==> config.mk <==
export PLATFORM = sky130hd
export DESIGN_NAME = serial_subtractor
export DESIGN_NICKNAME = d
export VERILOG_FILES = /design/src/rtl/serial_subtractor_pkg.sv /design/src/rtl/full_subtractor.sv /design/src/rtl/serial_subtractor.sv
export SDC_FILE = /design/constraint.sdc
export NUM_CORES = 1
export LEC_CHECK = 0
export ABC_AREA = 1
export CORE_AREA = 2 2 62 64
export CTS_BUF_LIST = sky130_fd_sc_hd__clkbuf_2
export DETAILED_ROUTE_END_ITERATION = 10
export DIE_AREA = 0 0 64 66
export PLACE_DENSITY = 0.8
export SYNTH_ARGS = -nofsm -noshare
export SYNTH_HDL_FRONTEND = slang
export SYNTH_HIERARCHICAL = 1
export SYNTH_SLANG_ARGS = --single-unit
==> constraint.sdc <==
create_clock -name clk -period 1.4 [get_ports clk]
set_input_delay 0.21 -clock clk [delete_from_list [all_inputs] [get_ports clk]]
set_output_delay 0.21 -clock clk [all_outputs]
set_load 0.01 [all_outputs]
==> src/rtl/serial_subtractor_pkg.sv <==
// -----------------------------------------------------------------------------
// serial_subtractor_pkg
//   Definitions shared by the bit-serial subtractor:
//     - state_e : FSM encoding (S_IDLE=2'd0, S_SHIFT=2'd1, S_DONE=2'd2)
//     - clog2   : counter-width helper (never returns less than 1 bit)
// -----------------------------------------------------------------------------
package serial_subtractor_pkg;

  typedef enum logic [1:0] {
    S_IDLE  = 2'd0,
    S_SHIFT = 2'd1,
    S_DONE  = 2'd2
  } state_e;

  // Ceiling log2, clamped to at least one bit so a counter is always legal.
  function automatic int clog2(input int value);
    int width_v;
    int span_v;
    width_v = 32'sd0;
    span_v  = 32'sd1;
    while (span_v < value) begin
      span_v  = span_v * 32'sd2;
      width_v = width_v + 32'sd1;
    end
    if (width_v < 32'sd1) begin
      width_v = 32'sd1;
    end
    return width_v;
  endfunction

endpackage

==> src/rtl/full_subtractor.sv <==
// -----------------------------------------------------------------------------
// full_subtractor
//   Single-bit combinational full subtractor: x - y - bin.
//   Ports:
//     d    out 1  difference bit      = x ^ y ^ bin
//     bout out 1  borrow to next bit  = (~x & y) | (~(x ^ y) & bin)
//     x    in  1  minuend bit
//     y    in  1  subtrahend bit
//     bin  in  1  borrow from the previous (less significant) bit
// -----------------------------------------------------------------------------
module full_subtractor (
  output logic d,
  output logic bout,
  input  logic x,
  input  logic y,
  input  logic bin
);

  logic xy_diff_s;

  // Difference and borrow of one bit position.
  always_comb begin
    xy_diff_s = x ^ y;
    d         = xy_diff_s ^ bin;
    bout      = (~x & y) | (~xy_diff_s & bin);
  end

endmodule

==> src/rtl/serial_subtractor.sv <==
// -----------------------------------------------------------------------------
// serial_subtractor
//   Bit-serial subtractor computing diff = a - b, LSB first, one bit per clock,
//   through a single full_subtractor cell and a registered borrow.
//   start (IDLE only) loads a/b; WIDTH SHIFT cycles later the result lands in
//   diff/borrow_out together with a one-cycle done pulse. Result holds until
//   the next accepted start. Start-to-done latency is WIDTH+1 cycles, one
//   operation every WIDTH+2 cycles.
//
//   Optional feature macro: SERIAL_SUB_OVF_EN adds the signed 'overflow' port.
//
//   Ports:
//     clk         in   1      rising-edge clock
//     rst         in   1      synchronous active-high reset
//     start       in   1      load a/b and begin (ignored unless IDLE)
//     a           in   WIDTH  minuend
//     b           in   WIDTH  subtrahend
//     busy        out  1      high while shifting
//     done        out  1      one-cycle pulse, result valid from this cycle
//     diff        out  WIDTH  a - b modulo 2^WIDTH
//     borrow_out  out  1      final borrow (a < b unsigned)
//     overflow    out  1      signed overflow (SERIAL_SUB_OVF_EN only)
// -----------------------------------------------------------------------------
module serial_subtractor
  import serial_subtractor_pkg::*;
#(
  parameter int WIDTH = 8
) (
  input  logic             clk,
  input  logic             rst,
  input  logic             start,
  input  logic [WIDTH-1:0] a,
  input  logic [WIDTH-1:0] b,
  output logic             busy,
  output logic             done,
  output logic [WIDTH-1:0] diff,
  output logic             borrow_out
`ifdef SERIAL_SUB_OVF_EN
  ,
  output logic             overflow
`endif
);

  localparam int              CNT_W    = clog2(WIDTH);
  localparam logic [CNT_W-1:0] CNT_LAST = CNT_W'(WIDTH - 1);
  localparam logic [CNT_W-1:0] CNT_ONE  = CNT_W'(1);

  state_e           state_r;
  logic [WIDTH-1:0] a_sh_r;
  logic [WIDTH-1:0] b_sh_r;
  logic [WIDTH-1:0] result_r;
  logic             bor_r;
  logic [CNT_W-1:0] cnt_r;
`ifdef SERIAL_SUB_OVF_EN
  logic             a_msb_r;
  logic             b_msb_r;
`endif

  logic             d_s;
  logic             bout_s;
  logic [WIDTH-1:0] next_result_s;

  // The one bit-cell, fed by the shift-register LSBs and the borrow flop.
  full_subtractor u_cell (
    .d    (d_s),
    .bout (bout_s),
    .x    (a_sh_r[0]),
    .y    (b_sh_r[0]),
    .bin  (bor_r)
  );

  // Result register shifted right with the new difference bit entering at the
  // MSB; after WIDTH shifts the first (LSB) bit has reached position 0.
  always_comb begin
    next_result_s = (result_r >> 1) | {d_s, {(WIDTH-1){1'b0}}};
  end

  // Control FSM, datapath registers and registered outputs.
  always_ff @(posedge clk) begin
    if (rst) begin
      state_r    <= S_IDLE;
      a_sh_r     <= {WIDTH{1'b0}};
      b_sh_r     <= {WIDTH{1'b0}};
      result_r   <= {WIDTH{1'b0}};
      bor_r      <= 1'b0;
      cnt_r      <= {CNT_W{1'b0}};
      busy       <= 1'b0;
      done       <= 1'b0;
      diff       <= {WIDTH{1'b0}};
      borrow_out <= 1'b0;
`ifdef SERIAL_SUB_OVF_EN
      a_msb_r    <= 1'b0;
      b_msb_r    <= 1'b0;
      overflow   <= 1'b0;
`endif
    end else begin
      case (state_r)
        S_IDLE: begin
          done <= 1'b0;
          if (start) begin
            a_sh_r   <= a;
            b_sh_r   <= b;
            result_r <= {WIDTH{1'b0}};
            bor_r    <= 1'b0;
            cnt_r    <= {CNT_W{1'b0}};
            busy     <= 1'b1;
            state_r  <= S_SHIFT;
`ifdef SERIAL_SUB_OVF_EN
            a_msb_r  <= a[WIDTH-1];
            b_msb_r  <= b[WIDTH-1];
`endif
          end else begin
            busy <= 1'b0;
          end
        end

        S_SHIFT: begin
          a_sh_r   <= a_sh_r >> 1;
          b_sh_r   <= b_sh_r >> 1;
          result_r <= next_result_s;
          bor_r    <= bout_s;
          cnt_r    <= cnt_r + CNT_ONE;
          if (cnt_r == CNT_LAST) begin
            // Last bit: publish the finished word and raise done for DONE.
            busy       <= 1'b0;
            done       <= 1'b1;
            diff       <= next_result_s;
            borrow_out <= bout_s;
            state_r    <= S_DONE;
`ifdef SERIAL_SUB_OVF_EN
            // Signed overflow: operand signs differ and the result sign
            // disagrees with the minuend sign (d_s is the result MSB).
            overflow   <= (a_msb_r != b_msb_r) & (d_s != a_msb_r);
`endif
          end else begin
            busy <= 1'b1;
          end
        end

        S_DONE: begin
          // Start is not honoured here; IDLE follows unconditionally.
          done    <= 1'b0;
          busy    <= 1'b0;
          state_r <= S_IDLE;
        end

        default: begin
          done    <= 1'b0;
          busy    <= 1'b0;
          state_r <= S_IDLE;
        end
      endcase
    end
  end

endmodule

## Word level (Yosys, flattened, before mapping)

Cells that the tools add are included.

- Add/sub/neg operators: 1
- $mul: 0
- Divide/modulo/power cells: 0
- Magnitude comparators: 0
- Equal/unequal tests: 4
- Shift operators: 0
- Multiplexer cells: 16
- Bitwise gates (word level): 9
- Reductions and logical operators: 6

Operators with widths:

| cell | number |
|---|---|
| $pmux W8 S2 | 3 |
| $mux W8 | 3 |
| $or A7 B8 Y8 | 1 |
| $pmux W3 S2 | 1 |
| $reduce_and A2 Y1 | 3 |
| $mux W2 | 2 |
| $ne A2 B2 Y1 const B | 2 |
| $pmux W1 S2 | 2 |
| $pmux W2 S2 | 1 |
| $add A3 B1 Y3 const B | 1 |
| $eq A3 B3 Y1 const B | 1 |
| $mux W1 | 3 |
| $mux W3 | 1 |
| $not A1 Y1 | 3 |
| $and A1 B1 Y1 | 2 |
| $eq A2 B1 Y1 const B | 1 |
| $logic_not A2 Y1 | 1 |
| $reduce_bool A2 Y1 | 1 |
| $reduce_or A2 Y1 | 1 |
| $xor A1 B1 Y1 | 2 |
| $or A1 B1 Y1 | 1 |

- Register bits: 41
- Latch bits: 0
- Memory bits (writable): 0
- ROM bits: 0
- Input bits: 19
- Output and inout port bits: 11
- Logic and storage cells: 46
- Memories: 0

## Depth between registers and ports, before layout

- Depth in word-level cells: 5
- Gate-level depth with buffers: 8
- Depth with buffers taken out: 6

## Hierarchy

Netlist, hierarchy kept.

By module, submodules not included:

| module | times used | cells an instance | area each (um^2) | seq. area each (um^2) |
|---|---|---|---|---|
| serial_subtractor | 1 | 263 | 1830.5 | 800.8 |
| full_subtractor | 1 | 4 | 31.3 | 0.0 |

## Worst setup path after synthesis

Ideal clock, no wire load.

- Path kind: register to register
- From: reg cnt_r[0]
- To: reg diff[0]
- Setup time: 0.113 ns
- Arrival time: 1.048 ns
- Data required time: 1.287 ns
- Setup slack: 0.239 ns
- Cell stages (with the launch flop): 8
- Buffers on the path: 1
- Period minus slack after synthesis: 1.161 ns
- Path through: dfxtp_1 ha_1 ha_1 nand2_4 buf_6 nand2_2 nand2_1 nor2_1

- Longest elaborated chain between the ends: 2

Ends and longest elaborated chain:

| item | RTL line | RTL |
|---|---|---|
| from (decl) | serial_subtractor.sv:53 | `logic [CNT_W-1:0] cnt_r;` |
| from (signal assigned) | serial_subtractor.sv:86 | `cnt_r <= {CNT_W{1'b0}};` |
| from (signal assigned) | serial_subtractor.sv:105 | `cnt_r <= {CNT_W{1'b0}};` |
| from (signal assigned) | serial_subtractor.sv:122 | `cnt_r <= cnt_r + CNT_ONE;` |
| $eq A3 B3 Y1 | serial_subtractor.sv:123 | `if (cnt_r == CNT_LAST) begin` |
| $reduce_and A2 Y1 (no source line) | - |  |
| to (signal assigned) | serial_subtractor.sv:89 | `diff <= {WIDTH{1'b0}};` |
| to (signal assigned) | serial_subtractor.sv:127 | `diff <= next_result_s;` |
| to (decl) | serial_subtractor.sv:36 | `output logic [WIDTH-1:0] diff,` |

No other way between the ends.
A chain may end at the register's enable or synchronous reset.

## Worst setup path after layout

- From: reg cnt_r[0]
- To: reg diff[6]

Same word-level chain as after synthesis.

==> out/summary.txt <==
clock share of power: 0.239
global-route wire length before repair: 6070 um
n_diodes: 0
initial core utilization: 0.524
Worst Path Required: 1.75 ns
hold_buf cts: 0
sequential fraction of design power: 0.606
worst min path class: in2reg
Critical Path Source: cnt_r[0]
DRC Markers: 0
worst path cell trace: ha_1 -> ha_2 -> nand2_4 -> nor2_4 -> nand2_1 -> nand2_1
total global routing overflow: 0
# clock sinks: 40
largest net degree at the start of global routing: 36
fillers: 334
GP Congestion: 0.741
Clock transition at path regs: 0.19 ns
slew margin rel.: 0.629
M1 GR Usage: 0.225
core area: 3550 um^2
post-layout minimum cycle time: 1.29 ns
Wirelength per Cell: 10.0 um
RSZ-0062 raised after global routing: false
die area: 4220 um^2
TritonCTS clock tree: done
outcome: completed
fmax: 775 MHz
flops & latches, synth: 40
worst reg2reg setup slack: 0.11 ns
R2R cell count: 6
clk_skew: 0.00720 ns
FF/Latch Area: 813 um^2
critical path capture point: diff[6]
H-Tree Depth: 2
maximum vdd drop: 0.579 mV
Post-Place Setup Slack: -0.0349 ns
Ports: 30
Post-Syn Nets: 289
hold_ws: 0.383 ns
Syn Area/Cell: 6.97 um^2
Final WS setup: 0.110 ns
Crit. End Element: register
initial antenna violation count: 0
CP Max Fanout: 13
Total Routing Usage GR: 0.187
crit path DAT: 1.64 ns
warnings from Yosys: 6
PD cells: 916 nW/um^2
Final Cell Area: 2190 um^2
critical path's most frequent cell: nand2_1
fin cells: 345
worst slew pin tran: 0.556 ns
final setup fails: 0
Setup Fix Bufs, Post-CTS: 0
final hold vios: 0
sw power: 0.562 mW
Area growth, synth to finish: 17.4%
area taken by multi-input logic gates: 818 um^2
Num CTS Buffers: 5
Final nets: 318
final wirelength: 3460 um
R2R Path Start: cnt_r[0]
busiest layer in global routing: met2
critical path's slowest cell: dfxtp_2
period utilization: 0.922
DIE HEIGHT: 66 um
Vias: 1596
worst reg2reg endpoint: diff[6]
cell count along the critical path: 6
Post-Synthesis Cells: 267
Max Slew Vio Count: 0
WP buf/inv: 0
Yosys cell types: 21
type of origin of the critical path: register
clock latency on the worst-skew pair: 0.39 ns
Int Pwr: 1.44 mW
switch share: 0.281
met3 GRT Util: 0.0733
Max-Cap Viols: 0
Mapped Area: 1860 um^2
CTS max path bufs: 2
worst setup path category: reg2reg
vias per inst: 4.63
Placed Cells: 337
critical path's largest stage delay: 0.38 ns
number of global-route vias before repair: 1474
Routed Antenna Nets: 0
share of layout cells above drive strength 1: 0.125
Chip Width: 64 um
DPL Wire Length: 2380 um
Leak: 1.14 nW
IO Port Bufs: 29
std cell rows: 22
post-synthesis sequential area ratio: 0.430
combinational power share: 0.155
family with the most delay on the worst path: simple AND/OR/NAND/NOR gates
Initial DRT Pass Iterations: 5
Iter 0 DRT Violations: 170
dpl cell area: 2150 um^2
Root Driver: clkbuf_2
met2 Track Usage GR: 0.305
cell type report:
type / instances / share of cell area
clock buffers: 5 / 0.0114
multi-input cells: 184 / 0.374
clock inverters: 3 / 0.00630
well taps: 48 / 0.0275
inverters: 31 / 0.0532
repair buffers: 34 / 0.155
flip-flops and latches: 40 / 0.372
worst min-delay path, delay by kind of cell:
family	cells	cell delay [ns]
compound gates	1	0.06
simple gates	1	0.09
buf+inv	1	0.40
cells in the final DEF (no fill, tap or decap):
cell             Yosys  final
nand2_1             92     92
inv_1               28     28
dlygate4sd2_1        0     11
o21a_1               1      1
dfxtp_1             40     30
o21ai_0              1      1
inv_2                3      3
clkdlybuf4s50_1      0     18
nand2_4              2      2
nor2_2               2      2
a21oi_1              2      2
buf_4                2      3
clkinv_2             0      2
fa_1                 1      1
ha_1                 2      1
nor2_4               3      3
clkbuf_2             0      5
nand3_1             23     23
o21ai_2              1      1
buf_12               2      2
nand2_2              3      3
ha_2                 0      1
clkinv_1             0      1
nor2_1              51     51
dfxtp_2              0     10
per-stage QoR:
stage | TNS [ns] | power, mW | util
floorplan | 0 | 1.46 | -
global placement | -0.243 | 1.54 | 0.604
detailed placement | -0.275 | 1.55 | 0.604
CTS | 0 | 2.02 | 0.615
global route | 0 | 2.12 | 0.616
finish | 0 | 2.00 | 0.616
flip-flops by register name (all words and copies together) (netlist names):
signal and cells:
diff 8, state_r 2, done 1, result_r 7, cnt_r 3, b_sh_r 8
busy 1, bor_r 1, borrow_out 1, a_sh_r 8
per-layer routing:
| metal | vias up | part of all wire |
|---|---|---|
| met2 | 33 | 0.46 |
| met3 | 4 | 0.050 |
| li1 | 847 | - |
| met1 | 712 | 0.48 |
| met4 | 0 | 0.0098 |
| met5 | - | 0 |
logic make-up after synthesis:
logic type      share of synthesized area
simple gates                        0.397
flops                               0.430
fa+ha+maj                          0.0242
compound gates                     0.0168
buf+inv                             0.132
cells in the mapped netlist:
library cell | instances | share of area
nor2_1 | 51 | 0.10
buf_2 | 3 | 0.0081
nand3_1 | 23 | 0.062
nor2_2 | 2 | 0.0067
nor2_4 | 3 | 0.018
buf_6 | 4 | 0.024
o21ai_2 | 1 | 0.0047
dfxtp_1 | 40 | 0.43
clkbuf_8 | 1 | 0.0074
inv_1 | 28 | 0.056
nand2_1 | 92 | 0.19
buf_4 | 2 | 0.0081
inv_2 | 3 | 0.0060
o21ai_0 | 1 | 0.0027
o21a_1 | 1 | 0.0040
nand2_2 | 3 | 0.010
nand2_4 | 2 | 0.012
buf_12 | 2 | 0.022
fa_1 | 1 | 0.011
ha_1 | 2 | 0.013
a21oi_1 | 2 | 0.0054
power groups by stage:
stage | Clock, mW | Sequential (mW) | Combinational, mW
floorplan | 0 | 1.23 | 0.229
global placement | 0 | 1.24 | 0.306
detailed placement | 0 | 1.24 | 0.312
CTS | 0.491 | 1.21 | 0.312
global route | 0.538 | 1.22 | 0.355
finish | 0.479 | 1.21 | 0.310
worst min-delay path by stage:
| stage | startpoint | end | slack (ns) | depth (start not counted) |
|---|---|---|---|---|
| 2_1_floorplan | rst | a_sh_r[7] | 0.28 | 1 |
| 3_3_place_gp | b_sh_r[7] | b_sh_r[7] | 0.45 | 2 |
| 3_5_place_dp | b_sh_r[7] | b_sh_r[7] | 0.45 | 2 |
| 4_1_cts | b[7] | b_sh_r[7] | 0.38 | 3 |
| 5_1_grt | b[7] | b_sh_r[7] | 0.35 | 3 |
| 6_report | b[7] | b_sh_r[7] | 0.38 | 3 |
repair_timing:
item,in CTS,in global routing
pin swaps,0,1
resized for setup,20,2
endpoints found under the setup margin,11,5
Note: power is estimated with default switching activity, not from simulation.
